$ cat config.mk
export PLATFORM = sky130hd
export DESIGN_NAME = mem_port_arbiter
export DESIGN_NICKNAME = d
export VERILOG_FILES = /design/src/rtl/mem_port_arbiter_pkg.sv /design/src/rtl/mem_port_arbiter_watchdog.sv /design/src/rtl/mem_port_arbiter.sv
export SDC_FILE = /design/constraint.sdc
export NUM_CORES = 1
export LEC_CHECK = 0
export CORE_AREA = 5 5 119 121
export CTS_BUF_LIST = sky130_fd_sc_hd__clkbuf_4 sky130_fd_sc_hd__clkbuf_8
export CTS_CLUSTER_DIAMETER = 40
export DETAILED_ROUTE_END_ITERATION = 10
export DIE_AREA = 0 0 124 126
export PLACE_DENSITY = 0.71
export SYNTH_ARGS = -nofsm -noshare
export SYNTH_HDL_FRONTEND = slang
export SYNTH_HIERARCHICAL = 1
export SYNTH_SLANG_ARGS = --single-unit
$ cat constraint.sdc
create_clock -name clk -period 2.6 [get_ports clk]
set_clock_uncertainty 0.2 [all_clocks]
set_input_delay 0.52 -clock clk [delete_from_list [all_inputs] [get_ports clk]]
set_output_delay 0.52 -clock clk [all_outputs]
set_load 0.01 [all_outputs]
$ cat src/rtl/mem_port_arbiter_pkg.sv
// Shared definitions for the memory port arbiter.
// Holds the FSM state type, the port identifiers and the default watchdog limit.
package arb_pkg;

  typedef enum logic [1:0] {
    ARB_IDLE   = 2'd0,
    ARB_GRANT0 = 2'd1,
    ARB_GRANT1 = 2'd2
  } arb_state_t;

  localparam logic ARB_PORT_PTW = 1'b0;
  localparam logic ARB_PORT_CPU = 1'b1;

  localparam int ARB_TIMEOUT_DEFAULT = 1024;

endpackage

$ cat src/rtl/mem_port_arbiter_watchdog.sv
// Watchdog for a stalled downstream access.
// Ports:
//   clk, reset : clock and synchronous active-high reset
//   count_en   : request outstanding and not completed this cycle
//   clear      : restart the count (nothing waiting this cycle)
//   timeout    : one-cycle pulse in the cycle the limit is reached
// TIMEOUT_CYCLES = 0 disables the watchdog: the counter stays at zero and
// timeout never fires.
module arb_watchdog
  import arb_pkg::*;
#(
  parameter int TIMEOUT_CYCLES = ARB_TIMEOUT_DEFAULT,
  parameter int TO_WIDTH       = 11
) (
  input  logic clk,
  input  logic reset,
  input  logic count_en,
  input  logic clear,
  output logic timeout
);

  localparam bit                  ENABLE  = (TIMEOUT_CYCLES > 0);
  localparam logic [TO_WIDTH-1:0] TO_LAST = TO_WIDTH'(ENABLE ? TIMEOUT_CYCLES - 1 : 0);
  localparam logic [TO_WIDTH-1:0] TO_MAX  = '1;

  logic [TO_WIDTH-1:0] to_cnt;

  // Fires in the cycle whose count already equals the limit minus one, so the
  // error completion lands on the TIMEOUT_CYCLES-th stalled cycle.
  assign timeout = ENABLE && count_en && (to_cnt == TO_LAST);

  always_ff @(posedge clk) begin
    if (reset || clear || timeout || !ENABLE) begin
      to_cnt <= '0;
    end else if (count_en && (to_cnt != TO_MAX)) begin
      // Saturate rather than wrap.
      to_cnt <= to_cnt + 1'b1;
    end
  end

endmodule

$ cat src/rtl/mem_port_arbiter.sv
// Two-requester arbiter for the core's single memory port.
// Port 0 is the page-table walker, port 1 the CPU control path.
// Ports:
//   clk, reset                     : clock, synchronous active-high reset
//   m0_* / m1_*                    : requester sides (valid/addr/wdata/wstrb in,
//                                    ready/rdata/err out); m1_lock keeps the CPU
//                                    grant across successive transactions
//   s_*                            : downstream request and completion
//   grant_id, busy                 : current owner and "not idle" (FSM view)
// Handshake: a requester raises mX_valid with stable addr/wdata/wstrb and holds
// it until the cycle mX_ready=1; that cycle is the completion (mX_err=1 marks a
// watchdog abort, with rdata forced to 0). Downstream, s_valid is held until a
// one-cycle s_ready pulse, which completes the access in the same cycle.
module mem_port_arbiter
  import arb_pkg::*;
#(
  parameter int TIMEOUT_CYCLES = ARB_TIMEOUT_DEFAULT,
  parameter int TO_WIDTH       = 11
) (
  input  logic        clk,
  input  logic        reset,
  input  logic        m0_valid,
  input  logic [31:0] m0_addr,
  input  logic [31:0] m0_wdata,
  input  logic [3:0]  m0_wstrb,
  output logic        m0_ready,
  output logic [31:0] m0_rdata,
  output logic        m0_err,
  input  logic        m1_valid,
  input  logic [31:0] m1_addr,
  input  logic [31:0] m1_wdata,
  input  logic [3:0]  m1_wstrb,
  output logic        m1_ready,
  output logic [31:0] m1_rdata,
  output logic        m1_err,
  input  logic        m1_lock,
  output logic        s_valid,
  output logic [31:0] s_addr,
  output logic [31:0] s_wdata,
  output logic [3:0]  s_wstrb,
  input  logic        s_ready,
  input  logic [31:0] s_rdata,
  output logic        grant_id,
  output logic        busy
);

  arb_state_t state;
  logic       last_grant;
  logic       g0, g1, req, done, timeout;

  assign g0   = (state == ARB_GRANT0);
  assign g1   = (state == ARB_GRANT1);
  assign req  = (g0 && m0_valid) || (g1 && m1_valid);
  assign done = req && s_ready;

  arb_watchdog #(
    .TIMEOUT_CYCLES(TIMEOUT_CYCLES),
    .TO_WIDTH      (TO_WIDTH)
  ) u_watchdog (
    .clk     (clk),
    .reset   (reset),
    .count_en(req && !s_ready),
    .clear   (!(req && !s_ready)),
    .timeout (timeout)
  );

  always_comb begin
    s_valid = req;
    s_addr  = '0;
    s_wdata = '0;
    s_wstrb = '0;
    if (req) begin
      s_addr  = g1 ? m1_addr  : m0_addr;
      s_wdata = g1 ? m1_wdata : m0_wdata;
      s_wstrb = g1 ? m1_wstrb : m0_wstrb;
    end
  end

  assign m0_ready = g0 && (done || timeout);
  assign m0_err   = g0 && timeout;
  assign m0_rdata = (g0 && done) ? s_rdata : '0;
  assign m1_ready = g1 && (done || timeout);
  assign m1_err   = g1 && timeout;
  assign m1_rdata = (g1 && done) ? s_rdata : '0;

  assign busy     = (state != ARB_IDLE);
  assign grant_id = g1;

  always_ff @(posedge clk) begin
    if (reset) begin
      state      <= ARB_IDLE;
      last_grant <= ARB_PORT_CPU;
    end else begin
      case (state)
        ARB_IDLE: begin
          // s_ready is ignored here; a tie goes to the port that did not win last.
          if (m0_valid && m1_valid) begin
            state <= (last_grant == ARB_PORT_PTW) ? ARB_GRANT1 : ARB_GRANT0;
          end else if (m0_valid) begin
            state <= ARB_GRANT0;
          end else if (m1_valid) begin
            state <= ARB_GRANT1;
          end
        end
        ARB_GRANT0: begin
          if (done || timeout) begin
            last_grant <= ARB_PORT_PTW;
            state      <= ARB_IDLE;
          end else if (!m0_valid) begin
            state <= ARB_IDLE;
          end
        end
        ARB_GRANT1: begin
          if (done) begin
            last_grant <= ARB_PORT_CPU;
            state      <= m1_lock ? ARB_GRANT1 : ARB_IDLE;
          end else if (timeout) begin
            // An aborted access drops the lock so the PTW is not starved.
            last_grant <= ARB_PORT_CPU;
            state      <= ARB_IDLE;
          end else if (!m1_valid) begin
            state <= m1_lock ? ARB_GRANT1 : ARB_IDLE;
          end
        end
        default: state <= ARB_IDLE;
      endcase
    end
  end

endmodule

After elaboration in Yosys (flattened, before gate mapping)
Cells that the tools add are included.
W data, S select, Z words.
- equality and inequality tests: 9
- mux-type cells: 23
- reduce and logical (&&, ||, !) cells: 24
- add/subtract/negate cells: 1
- operators by type and width (operator ; number):
    $mux W32 ; 6
    $mux W2 ; 10
    $logic_and A1 B1 Y1 ; 13
    $add A11 B1 Y11 const B ; 1
    $eq A11 B10 Y1 const B ; 1
    $ne A11 B11 Y1 const B ; 1
    $mux W4 ; 2
    $pmux W2 S3 ; 1
    $reduce_and A3 Y1 ; 2
    $logic_or A1 B1 Y1 ; 4
    $ne A4 B2 Y1 const B ; 1
    $ne A4 B4 Y1 const B ; 1
    $reduce_bool A2 Y1 ; 2
    $mux W1 ; 3
    $ne A3 B1 Y1 const B ; 1
    $ne A3 B2 Y1 const B ; 1
    $eq A2 B1 Y1 const B ; 1
    $eq A2 B2 Y1 const B ; 1
    $logic_not A1 Y1 ; 2
    $logic_not A2 Y1 ; 1
    $ne A2 B1 Y1 const B ; 1
    $pmux W1 S2 ; 1
- word-level logic and storage cells: 60
- output and inout bits: 139
- register bits: 14

Depth between registers and ports, before layout
- depth in word-level cells: 8
- gate-level depth with buffers: 14
- depth with buffers taken out: 13

Cells and area by module
Netlist, hierarchy kept.
- by module, submodules not included (module ; cells an instance ; times used ; area each (um2)):
    mem_port_arbiter ; 259 ; 1 ; 1739.2
    arb_watchdog ; 66 ; 1 ; 576.8

Worst setup path after synthesis
No wires, ideal clock.
- path type: register -> output
- from: register state[0]
- to: output m0_ready
- path buffers: 1
- slack: -0.223 ns
- cell stages (with the launch flop): 13
- arrival time: 2.103 ns
- cells stage by stage: dfxtp_1 > inv_1 > ha_1 > buf_2 > a22oi_4 > inv_2 > nand2_1 > inv_1 > nand2_2 > nor2_1 > and3_1 > and2_1 > or2_1
- word-level cells in the longest chain between the ends: 7
- elaborated cells between the ends (all ways): 10
- RTL lines (element ; RTL line ; text):
    start: declaration ; mem_port_arbiter.sv:47 ; arb_state_t state;
    start signal: assignment ; mem_port_arbiter.sv:98 ; state <= (last_grant == ARB_PORT_PTW) ? ARB_GRANT1 : ARB_GRANT0;
    start signal: assignment ; mem_port_arbiter.sv:116 ; state <= m1_lock ? ARB_GRANT1 : ARB_IDLE;
    start signal: assignment ; mem_port_arbiter.sv:122 ; state <= m1_lock ? ARB_GRANT1 : ARB_IDLE;
    $eq A2 B2 Y1 ; mem_port_arbiter.sv:52 ; assign g1 = (state == ARB_GRANT1);
    named net grant_id ; mem_port_arbiter.sv:43 ; output logic grant_id,
    $logic_and A1 B1 Y1 ; mem_port_arbiter.sv:53 ; assign req = (g0 && m0_valid) || (g1 && m1_valid);
    $logic_or A1 B1 Y1 ; mem_port_arbiter.sv:53 ;
    named net s_valid ; mem_port_arbiter.sv:37 ; output logic s_valid,
    $logic_and A1 B1 Y1 ; mem_port_arbiter.sv:62 ; .count_en(req && !s_ready),
    $logic_and A1 B1 Y1 ; mem_port_arbiter_watchdog.sv:30 ; assign timeout = ENABLE && count_en && (to_cnt == TO_LAST);
    named net timeout ; mem_port_arbiter.sv:49 ; logic g0, g1, req, done, timeout;
    $logic_or A1 B1 Y1 ; mem_port_arbiter.sv:79 ; assign m0_ready = g0 && (done || timeout);
    $logic_and A1 B1 Y1 ; mem_port_arbiter.sv:79 ;
    end: declaration ; mem_port_arbiter.sv:26 ; output logic m0_ready,
The timed path passes the listed nets, and every way through them passes these cells.

Worst setup path in the final report
- from: register state[0]
- to: output m1_ready
- word-level cells in the longest chain between the ends: 7
- elaborated cells between the ends (all ways): 10
- RTL lines (element ; RTL line ; text):
    $eq A2 B1 Y1 or $eq A2 B2 Y1 (tied branches) ; mem_port_arbiter.sv:51, mem_port_arbiter.sv:52 ;
    $logic_and A1 B1 Y1 ; mem_port_arbiter.sv:53 ;
    $logic_or A1 B1 Y1 (*) ; mem_port_arbiter.sv:53 ;
    $logic_and A1 B1 Y1 (*) ; mem_port_arbiter.sv:62 ;
    $logic_and A1 B1 Y1 (*) ; mem_port_arbiter_watchdog.sv:30 ;
    named net timeout ; mem_port_arbiter.sv:49 ;
    $logic_or A1 B1 Y1 (*) ; mem_port_arbiter.sv:82 ; assign m1_ready = g1 && (done || timeout);
    $logic_and A1 B1 Y1 (*) ; mem_port_arbiter.sv:82 ;
    end: declaration ; mem_port_arbiter.sv:33 ; output logic m1_ready,
Mark *: on every way through the listed nets, which the timed path passes. The rest lies on a longest branch.

==> metrics.md <==
| Metric | Value |
|---|---|
| Cell area after layout | 0.005909 mm^2 |
| Starting Density | 17.84% |
| Max Root-Sink Buffers | 2 |
| Fmax | 0.3592 GHz |
| Sw power | 676.8 uW |
| Post-Route WL | 14860 um |
| Syn avg cell area | 7.126 um^2 |
| Final WS setup | -0.1837 ns |
| WS Path Type | reg -> out |
| Power Internal | 1.174 mW |
| Clock power share | 11.6% |
| Hold Path Class | reg -> reg |
| Clock root buffer master | clkbuf_8 |
| Worst Path Arrival | 2.06 ns |
| Status | finished with violations |
| DR vias | 3649 |
| Placer Congestion | 0.8624 |
| Clock transition at path regs | 0.06 ns |
| Setup crit start kind | flip-flop |
| Largest net degree at the start of global routing | 36 |
| # H-tree levels | 1 |
| RSZ-0062 raised after global routing | true |
| Final core occ | 45.53% |
| Seq pwr share | 12.7% |
| Worst skew pair latency | 0.25 ns |
| Seq/Total Area, Yosys | 12.10% |
| Slew @ Worst Pin | 0.4596 ns |
| Buf+Inv Stages, Crit Path | 5 |
| Mapped Cells | 325 |
| Combinational fraction of design power | 75.7% |
| # diodes | 0 |
| Worst relative slew slack | 69.36% |
| Number of global-route vias before repair | 3657 |
| Worst r2r path cells | 15 |
| Global route overflow | 0 |
| Yosys cell types | 39 |
| Crit path max-delay cell type | dfxtp_2 |
| DRC viols | 0 |
| Routed wire per std cell | 17.59 um |
| Internal reg-to-reg setup slack | 0.25 ns |
| Ys Warns | 6 |
| Critical path endpoint | m1_ready |
| Fin nets | 848 |
| Buffers on Ports | 312 |
| RR Startpoint | state[0]$_SDFFE_PP0P_ |
| R2r endpoint | state[0]$_SDFFE_PP0P_ |
| TritonCTS Sinks | 14 |
| Drt via density | 4.318 |
| Final setup viols | 48 |
| Core Region | 0.01298 mm^2 |
| Pwr Total | 1.851 mW |
| Layout cell share with drive strength beyond 1 | 22.12% |
| Data required, critical path | 1.88 ns |
| Levels on crit path | 13 |
| Hold Slack | 0.2851 ns |
| Global-route wire length before repair | 21210 um |
| Kind of end point of the critical path | output port |
| Violated checks | negative setup slack |
| Die footprint | 0.01562 mm^2 |
| PD cells | 313.1 mW/mm^2 |
| Syn nets | 503 |
| Area Overhead vs Synth | 155.2% |
| VDD IR max | 0.1632 mV |
| Register bit total from synthesis | 14 |
| Crit-path cells | inv_2, ha_4, a22oi_4, inv_4, buf_6, nand2_4, inv_4, nand2_4, nor2_4, and3_4, and2_4, or2_1, buf_2 |
| CTS tree | built |
| Drt first pass iters | 4 |
| Area after DPL | 0.005772 mm^2 |
| Io pins | 313 |
| Final ANT Viol Nets | 0 |
| CTS buffer count | 3 |
| Max Slew Vio Count | 0 |
| Max incr delay on CP | 0.34 ns |
| Leak | 2.590 nW |
| Setup TNS | -6.474 ns |
| Fill cells | 1295 |
| Mapped Area | 0.002316 mm^2 |
| Die Width | 124 um |
| Final hold vios | 0 |
| Period utilisation layout | 107.1% |
| DRT iter0 DRCs | 130 |
| Initial antenna violation count | 0 |
| MaxCap Viol Count | 0 |
| Core Rows | 42 |
| Die Y | 126 um |
| Crit. Startpoint | state[0]$_SDFFE_PP0P_ |
| Tot GR Track Use | 17.39% |
| Critical path peak fanout | 3 |
| Crit-path leading delay family | simple AND/OR/NAND/NOR gates |
| DP HPWL | 11120 um |
| Switching share of power | 36.57% |
| Final min period | 2.784 ns |
## power groups by stage
stage,Combinational [mW],Clock [mW],Sequential [mW]
after CTS,1.40,0.224,0.235
after global placement,1.23,0,0.236
after global routing,1.49,0.233,0.237
after floorplan,0.560,0,0.234
final,1.40,0.214,0.235
after detailed placement,1.24,0,0.237
## state kept, by name, indices dropped and copies added, names as in the netlist
register and cells:
u_watchdog/to_cnt 11, last_grant 1, state 2
## tightest hold or removal path: stages, from the launching register on
cell and delay (ns):
dfxtp_1 0.33, nand2_1 0.06, a21oi_1 0.05
## kinds of logic (layout without fill, tap and decap cells)
logic type	after synthesis	count (layout)	share of synthesized area, %
adders and majority gates	4	4	2.161
and+or+nand+nor	185	193	41.54
muxes	71	71	30.74
buffers and inverters	30	366	5.835
AOI/OAI and AO/OA	18	18	6.483
xor gates and xnor gates	3	3	1.135
DFF	14	14	12.10
## placed cells by master, fill, tap and decap left out, types with 4 or more instances in the layout
cell	synthesis	layout
nand2_1	6	5
buf_16	0	5
mux2i_1	70	68
clkbuf_8	0	4
clkdlybuf4s50_1	0	216
buf_12	0	4
dfxtp_1	14	12
nor2_1	84	83
and2_1	66	64
nand3_1	6	6
dlygate4sd2_1	0	28
a21oi_1	5	5
clkbuf_2	0	50
buf_2	18	14
and3_4	3	12
buf_4	0	28
buf_6	0	6
## final cells by class
| class | instances | area, um^2 | area share [%] |
|---|---|---|---|
| sequential | 14 | 285.3 | 4.827 |
| clock buffer | 4 | 55.05 | 0.9316 |
| timing repair buffer | 354 | 3258 | 55.13 |
| tap | 176 | 220.2 | 3.726 |
| multi-input combinational | 289 | 2056 | 34.79 |
| inverter | 8 | 35.03 | 0.5928 |
## metal layers
layer / vias up / routed length [um] / global-route usage, %
li1: 1798 / - / -
met1: 1710 / 5662 / 19.52
met2: 126 / 8146 / 33.63
met3: 15 / 908 / 3.453
met4: 0 / 147 / 2.899
met5: - / 0 / 0
## metrics by stage
stage / instances / setup WS, ns
4_1_cts: 837 / -0.1740
2_1_floorplan: 325 / 0.003876
6_report: 845 / -0.1837
3_3_place_gp: 811 / -0.5860
5_1_grt: 845 / -0.2589
3_5_place_dp: 811 / -0.6199
## what timing repair did
item | CTS | global route
setup buffers | 11 | 8
hold buffers | 0 | 0
endpoints found under the setup margin | 138 | 121
pin swaps | 11 | 10
gates resized for setup | 178 | 108
cloned | 11 | 0
## synthesized netlist by cell type
cell type | n | area, um^2
o21bai_1 | 1 | 7.510
o31ai_1 | 1 | 7.510
nor3_1 | 3 | 15.01
a21oi_1 | 5 | 25.02
nand4_4 | 1 | 21.27
inv_2 | 1 | 3.750
xor2_1 | 1 | 8.760
ha_1 | 4 | 50.05
a311o_1 | 1 | 10.01
o21ai_0 | 2 | 10.01
nor2_1 | 84 | 315.3
a22oi_4 | 1 | 21.27
mux2_1 | 1 | 11.26
a31oi_1 | 1 | 6.260
buf_2 | 18 | 90.09
or2_1 | 2 | 12.51
inv_1 | 7 | 26.28
clkbuf_1 | 4 | 15.01
and3_1 | 4 | 25.02
nor2b_1 | 1 | 6.260
nor4_1 | 1 | 6.260
and3_4 | 3 | 33.78
nand2_2 | 1 | 6.260
nand3_1 | 6 | 30.03
mux2i_1 | 70 | 700.7
a21o_1 | 1 | 7.510
xnor2_1 | 2 | 17.52
a211oi_1 | 2 | 15.01
a22oi_2 | 1 | 12.51
nand2b_1 | 2 | 12.51
a2111oi_2 | 1 | 15.01
a211oi_2 | 1 | 12.51
dfxtp_1 | 14 | 280.3
nor3_2 | 1 | 10.01
nand2_1 | 6 | 22.52
and2_1 | 66 | 412.9
nor3b_1 | 2 | 15.01
nand4_1 | 1 | 6.260
or3_4 | 1 | 11.26
## how the worst min path moves through the flow
stage                                            from                                 to  slack [ns]  cells after the start
floorplan           u_watchdog/to_cnt[1]$_SDFFE_PP0P_  u_watchdog/to_cnt[1]$_SDFFE_PP0P_        0.25                      2
global placement    u_watchdog/to_cnt[1]$_SDFFE_PP0P_  u_watchdog/to_cnt[1]$_SDFFE_PP0P_        0.26                      2
detailed placement  u_watchdog/to_cnt[1]$_SDFFE_PP0P_  u_watchdog/to_cnt[1]$_SDFFE_PP0P_        0.27                      2
CTS                 u_watchdog/to_cnt[1]$_SDFFE_PP0P_  u_watchdog/to_cnt[1]$_SDFFE_PP0P_        0.28                      2
global route        u_watchdog/to_cnt[1]$_SDFFE_PP0P_  u_watchdog/to_cnt[1]$_SDFFE_PP0P_        0.31                      2
finish              u_watchdog/to_cnt[1]$_SDFFE_PP0P_  u_watchdog/to_cnt[1]$_SDFFE_PP0P_        0.29                      2
No activity file was read; power rests on OpenSTA's default activity.
